`src/rtl/ctl_pic_pkg.sv`:
```
// rtl/ctl_pic_pkg.sv - shared register offsets and bit positions for ctl_pic
package ctl_pic_pkg;
  localparam int MAX_IRQ = 16;

  localparam logic [1:0] OFS_CMD    = 2'd0;
  localparam logic [1:0] OFS_IMR_LO = 2'd1;
  localparam logic [1:0] OFS_IRR    = 2'd2;
  localparam logic [1:0] OFS_IMR_HI = 2'd3;

  localparam int EOI_BIT  = 5;
  localparam int SPEC_BIT = 6;
endpackage

```
`src/rtl/pic_prio_enc.sv`:
```
// rtl/pic_prio_enc.sv - lowest-set-bit priority encoder
module pic_prio_enc #(
  parameter int WIDTH = 8,
  parameter int IDX_W = (WIDTH > 1) ? $clog2(WIDTH) : 1
) (
  input  logic [WIDTH-1:0] req,
  output logic             valid,
  output logic [IDX_W-1:0] idx
);
  // Scan from the top so the lowest set index is the last one written.
  always_comb begin
    valid = 1'b0;
    idx   = '0;
    for (int i = WIDTH - 1; i >= 0; i--) begin
      if (req[i]) begin
        valid = 1'b1;
        idx   = IDX_W'(i);
      end
    end
  end
endmodule

```
`src/rtl/ctl_pic.sv`:
```
// rtl/ctl_pic.sv - edge-triggered nested-priority interrupt controller on the CPU port bus
module ctl_pic
  import ctl_pic_pkg::*;
#(
  parameter int              NUM_IRQ     = 8,
  parameter logic [7:0]      VECTOR_BASE = 8'h08,
  parameter logic [15:0]     PORT_BASE   = 16'h0020,
  parameter logic [NUM_IRQ-1:0] IMR_RESET = '1
) (
  input  logic               clock_cpu,
  input  logic               reset_n,
  input  logic [15:0]        port_address,
  input  logic [7:0]         port_out,
  input  logic               port_write,
  input  logic               port_read,
  output logic [7:0]         port_in,
  output logic               port_ready,
  input  logic [NUM_IRQ-1:0] irq_req,
  output logic               irq_signal,
  output logic [7:0]         irq
);
  localparam int IDX_W = $clog2(NUM_IRQ);
  localparam int LO_W  = (NUM_IRQ < 8) ? NUM_IRQ : 8;
  localparam logic [NUM_IRQ-1:0] ONE = NUM_IRQ'(1);

  logic [NUM_IRQ-1:0] irr, isr, imr, req_prev;
  logic [NUM_IRQ-1:0] edge_set, deliver_set, eoi_clr, imr_nxt;
  logic [15:0]        ofs, imr16;
  logic [7:0]         irr_lo, isr_lo, rd_data;
  logic [1:0]         sel;
  logic               hit, cand_v, isr_v, deliver, cmd_wr;
  logic [IDX_W-1:0]   cand_idx, isr_idx;

  assign port_ready = 1'b1;
  assign ofs        = port_address - PORT_BASE;
  assign hit        = (ofs[15:2] == 14'd0);
  assign sel        = ofs[1:0];
  assign edge_set   = irq_req & ~req_prev;

  pic_prio_enc #(.WIDTH(NUM_IRQ)) u_cand (
    .req   (irr & ~imr),
    .valid (cand_v),
    .idx   (cand_idx)
  );

  // Lowest in-service line: drives both the nesting block and non-specific EOI.
  pic_prio_enc #(.WIDTH(NUM_IRQ)) u_isr (
    .req   (isr),
    .valid (isr_v),
    .idx   (isr_idx)
  );

  assign deliver     = cand_v && !(isr_v && (isr_idx <= cand_idx));
  assign deliver_set = deliver ? (ONE << cand_idx) : '0;
  assign cmd_wr      = port_write && hit && (sel == OFS_CMD) && port_out[EOI_BIT];

  always_comb begin
    eoi_clr = '0;
    if (cmd_wr) begin
      if (port_out[SPEC_BIT]) begin
        if (int'(port_out[3:0]) < NUM_IRQ) eoi_clr = ONE << port_out[3:0];
      end else if (isr_v) begin
        eoi_clr = ONE << isr_idx;
      end
    end
  end

  // Unimplemented bits of the 16-bit mask view stay 1 and are never writable.
  always_comb begin
    imr16               = '1;
    imr16[NUM_IRQ-1:0]  = imr;
    irr_lo              = '1;
    irr_lo[LO_W-1:0]    = irr[LO_W-1:0];
    isr_lo              = '1;
    isr_lo[LO_W-1:0]    = isr[LO_W-1:0];
    imr_nxt             = imr;
    if (port_write && hit && sel == OFS_IMR_LO) begin
      imr_nxt = imr16[NUM_IRQ-1:0];
      for (int i = 0; i < LO_W; i++) imr_nxt[i] = port_out[i];
    end
    if (port_write && hit && sel == OFS_IMR_HI && NUM_IRQ > 8) begin
      imr_nxt = imr16[NUM_IRQ-1:0];
      for (int i = 8; i < NUM_IRQ; i++) imr_nxt[i] = port_out[i-8];
    end
  end

  always_comb begin
    rd_data = 8'hFF;
    if (hit) begin
      case (sel)
        OFS_CMD:    rd_data = isr_lo;
        OFS_IMR_LO: rd_data = imr16[7:0];
        OFS_IRR:    rd_data = irr_lo;
        default:    rd_data = imr16[15:8];
      endcase
    end
  end

  always_ff @(posedge clock_cpu) begin
    if (!reset_n) begin
      irr        <= '0;
      isr        <= '0;
      imr        <= IMR_RESET;
      req_prev   <= '1;
      irq_signal <= 1'b0;
      irq        <= 8'h00;
      port_in    <= 8'hFF;
    end else begin
      req_prev <= irq_req;
      irr      <= (irr & ~deliver_set) | edge_set;
      isr      <= (isr & ~eoi_clr) | deliver_set;
      imr      <= imr_nxt;
      if (deliver) begin
        irq_signal <= ~irq_signal;
        irq        <= VECTOR_BASE + 8'(cand_idx);
      end
      if (port_read) port_in <= rd_data;
    end
  end
endmodule

```
`config.mk`:
```
export PLATFORM = sky130hd
export DESIGN_NAME = ctl_pic
export DESIGN_NICKNAME = d
export VERILOG_FILES = /design/src/rtl/ctl_pic_pkg.sv /design/src/rtl/pic_prio_enc.sv /design/src/rtl/ctl_pic.sv
export SDC_FILE = /design/constraint.sdc
export NUM_CORES = 1
export LEC_CHECK = 0
export BUFFER_PORTS_ARGS = -buffer_cell sky130_fd_sc_hd__buf_2
export CORE_UTILIZATION = 55
export CTS_CLUSTER_DIAMETER = 100
export DETAILED_ROUTE_END_ITERATION = 16
export PLACE_DENSITY = 0.88
export SLEW_MARGIN = 10
export SYNTH_ARGS = -nofsm -noshare
export SYNTH_HDL_FRONTEND = slang
export SYNTH_HIERARCHICAL = 1
export SYNTH_SLANG_ARGS = --single-unit
export TNS_END_PERCENT = 100
```
`constraint.sdc`:
```
create_clock -name clock_cpu -period 5.22 [get_ports clock_cpu]
set_input_delay 1.044 -clock clock_cpu [delete_from_list [all_inputs] [get_ports clock_cpu]]
set_output_delay 1.044 -clock clock_cpu [all_outputs]
set_load 0.02 [all_outputs]
```
Word level (Yosys, flattened, before mapping)
Cells that the tools add are included.
- output and inout port bits: 18
- word-level logic and storage cells: 75
- bits in registers: 49
- input port bits: 36
- bitwise operators: 11
- reductions and logical operators: 9
- shift-type cells: 3
- muxes and demuxes: 39
- add/sub/neg operators: 2
- equality and inequality tests: 2
- $lt $le $gt $ge: 2
- operators with widths (operator ; number):
    3-bit two-way mux ; 16
    8-bit two-way mux ; 6
    8-bit AND ; 4
    8-bit inverter ; 4
    8-bit one-hot mux with 3 select lines ; 1
    1-bit two-way mux ; 16
    8-bit bitwise OR ; 2
    1-bit by 3-bit left shift with 8-bit output (first input constant) ; 2
    16-bit by 6-bit subtractor with 16-bit output (second input constant) ; 1
    14-bit logical NOT ; 1
    1-bit by 4-bit left shift with 8-bit output (first input constant) ; 1
    1-bit logical AND ; 6
    4-bit by 3-bit adder with 5-bit output (first input constant) ; 1
    4-bit less-than comparator (second input constant) ; 1
    3-bit <= comparator ; 1
    2-bit by 1-bit == test with 1-bit output (second input constant) ; 1
    2-bit == test (second input constant) ; 1
    2-bit logical NOT ; 1
    1-bit logical NOT ; 1
    1-bit inverter ; 1

Logic depth before layout (Yosys ltp)
- depth after elaboration: 18
- gate-level depth with buffers: 12
- mapped depth without buffers: 10

Hierarchy
Netlist, hierarchy kept.
- modules (own cells, without submodules) (module ; area each (µm²) ; seq. area each (µm²) ; cells each ; times used):
    ctl_pic ; 2347.3 ; 900.9 ; 277 ; 1
    pic_prio_enc ; 80.1 ; 0.0 ; 13 ; 2

Least setup slack after synthesis
Ideal clock, no wire load.
- path kind: flip-flop to flip-flop
- start: reg irr[7]
- end: reg irr[1]
- period minus slack after synthesis: 2581 ps
- stages on the path, launching flop included: 12
- path slack: 2639 ps
- path buffers: 2
- library setup time: 136 ps
- required time: 5084 ps
- arrival time: 2445 ps
- cells stage by stage: dfxtp_1 nor2b_1 o21ai_0 a211oi_1 inv_1 ha_1 and3_1 o21ai_0 and2_1 clkbuf_1 buf_2 a31oi_1
- longest elaborated chain between the ends: 17
- elaborated cells on any way between the ends: 26
- classes of those cells: order compare: 1; shift: 1; mux: 17; bitwise: 4; reduce/logical: 3
- RTL lines (what ; line ; RTL):
    start, declared ; ctl_pic.sv:26 ; logic [NUM_IRQ-1:0] irr, isr, imr, req_prev;
    start signal, assigned ; ctl_pic.sv:110 ; irr <= (irr & ~deliver_set) | edge_set;
    8-bit AND * ; ctl_pic.sv:41 ; .req (irr & ~imr),
    3-bit two-way mux * (8 in a row) ; pic_prio_enc.sv:15 ; if (req[i]) begin
    net cand_idx[1] ; ctl_pic.sv:32 ; logic [IDX_W-1:0] cand_idx, isr_idx;
    3-bit <= comparator ; ctl_pic.sv:53 ; assign deliver = cand_v && !(isr_v && (isr_idx <= cand_idx));
    1-bit logical AND ; ctl_pic.sv:53 ;
    1-bit logical NOT ; ctl_pic.sv:53 ;
    1-bit logical AND ; ctl_pic.sv:53 ;
    8-bit two-way mux * ; ctl_pic.sv:54 ; assign deliver_set = deliver ? (ONE << cand_idx) : '0;
    8-bit inverter * ; ctl_pic.sv:110 ;
    8-bit AND * ; ctl_pic.sv:110 ;
    8-bit bitwise OR * ; ctl_pic.sv:110 ;
The timed path passes the listed nets; every way through them passes the cells marked *.
A chain may end at the register's enable or synchronous reset.

Worst setup path after layout
- start: reg irr[7]
- end: reg irq_signal
- longest elaborated chain between the ends: 13
- elaborated cells on any way between the ends: 21
- classes of those cells: order compare: 1; mux: 16; bitwise: 1; reduce/logical: 3
- RTL lines (what ; line ; RTL):
    8-bit AND ; ctl_pic.sv:41 ;
    3-bit two-way mux (8 in a row) ; pic_prio_enc.sv:15 ;
    net cand_idx[1] ; ctl_pic.sv:32 ;
    3-bit <= comparator ; ctl_pic.sv:53 ;
    1-bit logical AND ; ctl_pic.sv:53 ;
    1-bit logical NOT ; ctl_pic.sv:53 ;
    1-bit logical AND ; ctl_pic.sv:53 ;
    end signal, assigned ; ctl_pic.sv:114 ; irq_signal <= ~irq_signal;
    end, declared ; ctl_pic.sv:19 ; output logic irq_signal,
The timed path passes the listed nets, and every way through them passes these cells.

==> reports/qor.yml <==
run_status:
  status: "finished, final reports clean"
setup_path:
  cp_max_fo: 13
  crit_type: "flop to flop"
  ff2ff_setup_slack_ps: 2240
  setup.worst_path.start_class: "flop"
  r2r-start: "irr[7]"
  r2r_cells: 9
  crit_slowest_cell: "and2_1"
  cpMostUsedCell: "o21ai_0"
  cp-end-kind: "flop"
  crit_chain: "nor2b_1, o21ai_0, a211oi_1, inv_1, ha_1, and3_1, o21ai_0, and2_1, o21ai_0"
  r2r-end: "irq_signal"
  critical-path-max-stage-delay_ps: 490
  crit_family: "compound AO/OA/AOI/OAI gates"
  cp_data_required_time_ps: 5390
  crit_arrival_ps: 3150
  crit_buf_inv: 1
clock_tree:
  path_clk_slew_ps: 80
  postCtsSetupBuffers: 0
  postCtsHoldBufs: 0
  htree_levels: 2
  cts_buffers: 5
  clock-sinks: 45
  cts_buffer_depth: 2
  cts-resized-gates: 0
  cts-root-buf: "clkbuf_8"
  cts_tree: "yes"
  clk_latency_ps: 300
detailed_routing:
  first_pass_iters: 5
  wl_per_cell_um: 15.1
  drt_iter0_markers: 195
  routed_wl_um: 5930
  drcViolationCount: 0
  vias: 2426
  drtAntennaViolNets: 0
  viasPerCell: 6.17
global_route:
  track_usage_pct: 24.8
  grt_antenna_before_repair: 0
  grt_pass1_vias: 2162
  grt_max_degree: 53
  overflow: 0
  grt_pass1_wl_um: 9630
sta:
  skew_ps: 5.55
  hold_viol_final: 0
  clock.fmax_mhz: 336
  slew_headroom_pct: 43.5
  min_period_over_period_pct: 57.1
  tightest_slew_ps: 847
  drv_slew: 0
  fin_crit_ps: 2980
  tns_ps: 0
  hold_ws_ps: 466
  rsz0062_at_grt: "false"
  setup_ws_ps: 2240
  setup_viol: 0
placed_design:
  dp_hpwl_um: 4330
  pre_cts_ws_ps: 2140
  port_buffers: 48
  gp_congestion: 0.863
  dp.cells: 386
yosys:
  syn_avg_cell_area_um2: 8.28
  ys_ff_latch: 45
  synth_top_family_by_area: "simple AND/OR/NAND/NOR gates"
  synth_compound_gate_area_share_pct: 21.2
  postSynthCellCount: 303
  ys_seq_area_share_pct: 35.9
  synthFlopType: "dfxtp_1"
  synth_xor_area_share_pct: 0.349
  synth.mux.area_fraction_pct: 4.49
  synth.cell_area_um2: 2510
  synthAdderAreaFrac_pct: 2.00
  yosysWarnings: 6
  async_flop_share_pct: 0
  yosys.area_share.simple_pct: 29.6
  yosysUniqueCellTypes: 43
  synth_edf_count: 0
floorplanning:
  die_h_um: 69.5
  initial_core_util_pct: 57.6
  io_pins: 54
  die-area_um2: 4830
  rows: 24
  core_area_um2: 4350
  die-width_um: 69.5
finish:
  area_growth_pct: 12.5
  stdcell_count: 393
  final_nets: 381
  antenna_cells: 0
  drive_gt1_share_pct: 18.5
run:
  max_cap_violations: 0
min_path:
  min_delay_worst_endpoint: "irq[2]"
  min_path_type: "flop to flop"
  min_delay_path_depth: 2
  hp-start: "irq[2]"
power_and_ir_drop:
  power.density_nw_per_um2: 253
  ir_drop_uv: 206
  p_leak_nw: 1.05
[final cells by class]
class | count | area [um^2]
fill | 378 | 1530
inverter | 14 | 52.6
tap | 52 | 65.1
clock inverter | 1 | 7.51
timing repair buffer | 49 | 248
multi-input combinational | 226 | 1460
clock buffer | 6 | 82.6
sequential | 45 | 901
[report_power, final]
group          leakage, nW  switching (mW)  total, mW  internal [mW]
Clock               0.0433           0.118      0.222          0.105
Combinational        0.641          0.0717      0.122         0.0505
Sequential           0.367          0.0148      0.370          0.355
Total                 1.05           0.204      0.715          0.511
[synth_stat cells, drive strengths merged, types with 8 or more instances]
master	n	area (um^2)
nor4	11	87.6
o211ai	16	120
buf	9	56.3
o22a	8	70.1
nand3	13	70.1
dfxtp	45	901
o31ai	8	60.1
nor2b	26	163
mux2i	9	90.1
nor2	14	52.6
clkbuf	12	45.0
nand2b	10	62.6
o21ai	20	100
inv	14	52.6
nand2	24	90.1
[routing by layer]
metal  vias to the layer above  wire (um)  global-route usage (%)  share of wire, %
li1                       1178          -                       -                 -
met1                      1114       2590                    30.9                44
met2                       116       2740                    40.5                46
met3                        18        431                    5.67               7.3
met4                         0        167                    11.8               2.8
met5                         -          0                       0                 0
[metrics by stage]
stage | instance area, um^2 | utilization (%) | total power, mW
floorplan | 2520 | - | 0.462
global placement | 2730 | 62.7 | 0.492
detailed placement | 2730 | 62.7 | 0.497
CTS | 2820 | 64.8 | 0.715
global route | 2820 | 64.8 | 0.749
finish | 2820 | 64.8 | 0.715
[kinds of logic after synthesis]
kind of cell,count (synthesis)
other,2
AND/OR/NAND/NOR,127
adder cells (fa/ha/maj),4
multiplexers,11
XOR/XNOR,1
flip-flops,45
AO/OA/AOI/OAI,78
buffers and inverters,35
[placed cells by master (no fill, tap or decap), types with 3 or more instances in the layout]
cell type and instances:
buf_2 48, dfxtp_1 45, nor2b_1 26, nand2_1 24
o21ai_0 20, o211ai_1 16, inv_1 14, nor2_1 14
nand3_1 12, nand2b_1 10, mux2i_1 9, nor4_1 8
o31ai_1 8, o22a_1 8, nand4_1 6, nand3b_1 6
a21oi_1 6, clkbuf_8 6, a31oi_1 5, nor3_1 5
a22oi_1 5, conb_1 5, ha_1 4, nor4_2 3
and3b_1 3
[registers in the layout, summed over array words and instances, names as in the netlist]
name	count
irr	8
irq_signal	1
imr	8
port_in	8
isr	8
req_prev	8
irq	4
[tightest hold or removal path, stage by stage (launching register included)]
cell     delay (ps)
dfxtp_1         320
nand2_1          50
mux2i_1          50
[worst max path at each step]
stage,from,to,slack [ps],depth (start not counted)
after floorplan,irr[7],irr[1],2640,11
after global placement,port_address[5],port_in[6],2220,7
after detailed placement,port_address[5],port_in[6],2140,7
after CTS,irr[2],irq_signal,2280,9
after global routing,irr[7],irq_signal,1940,9
final,irr[7],irq_signal,2240,9
Note: power is estimated with default switching activity, not from simulation.
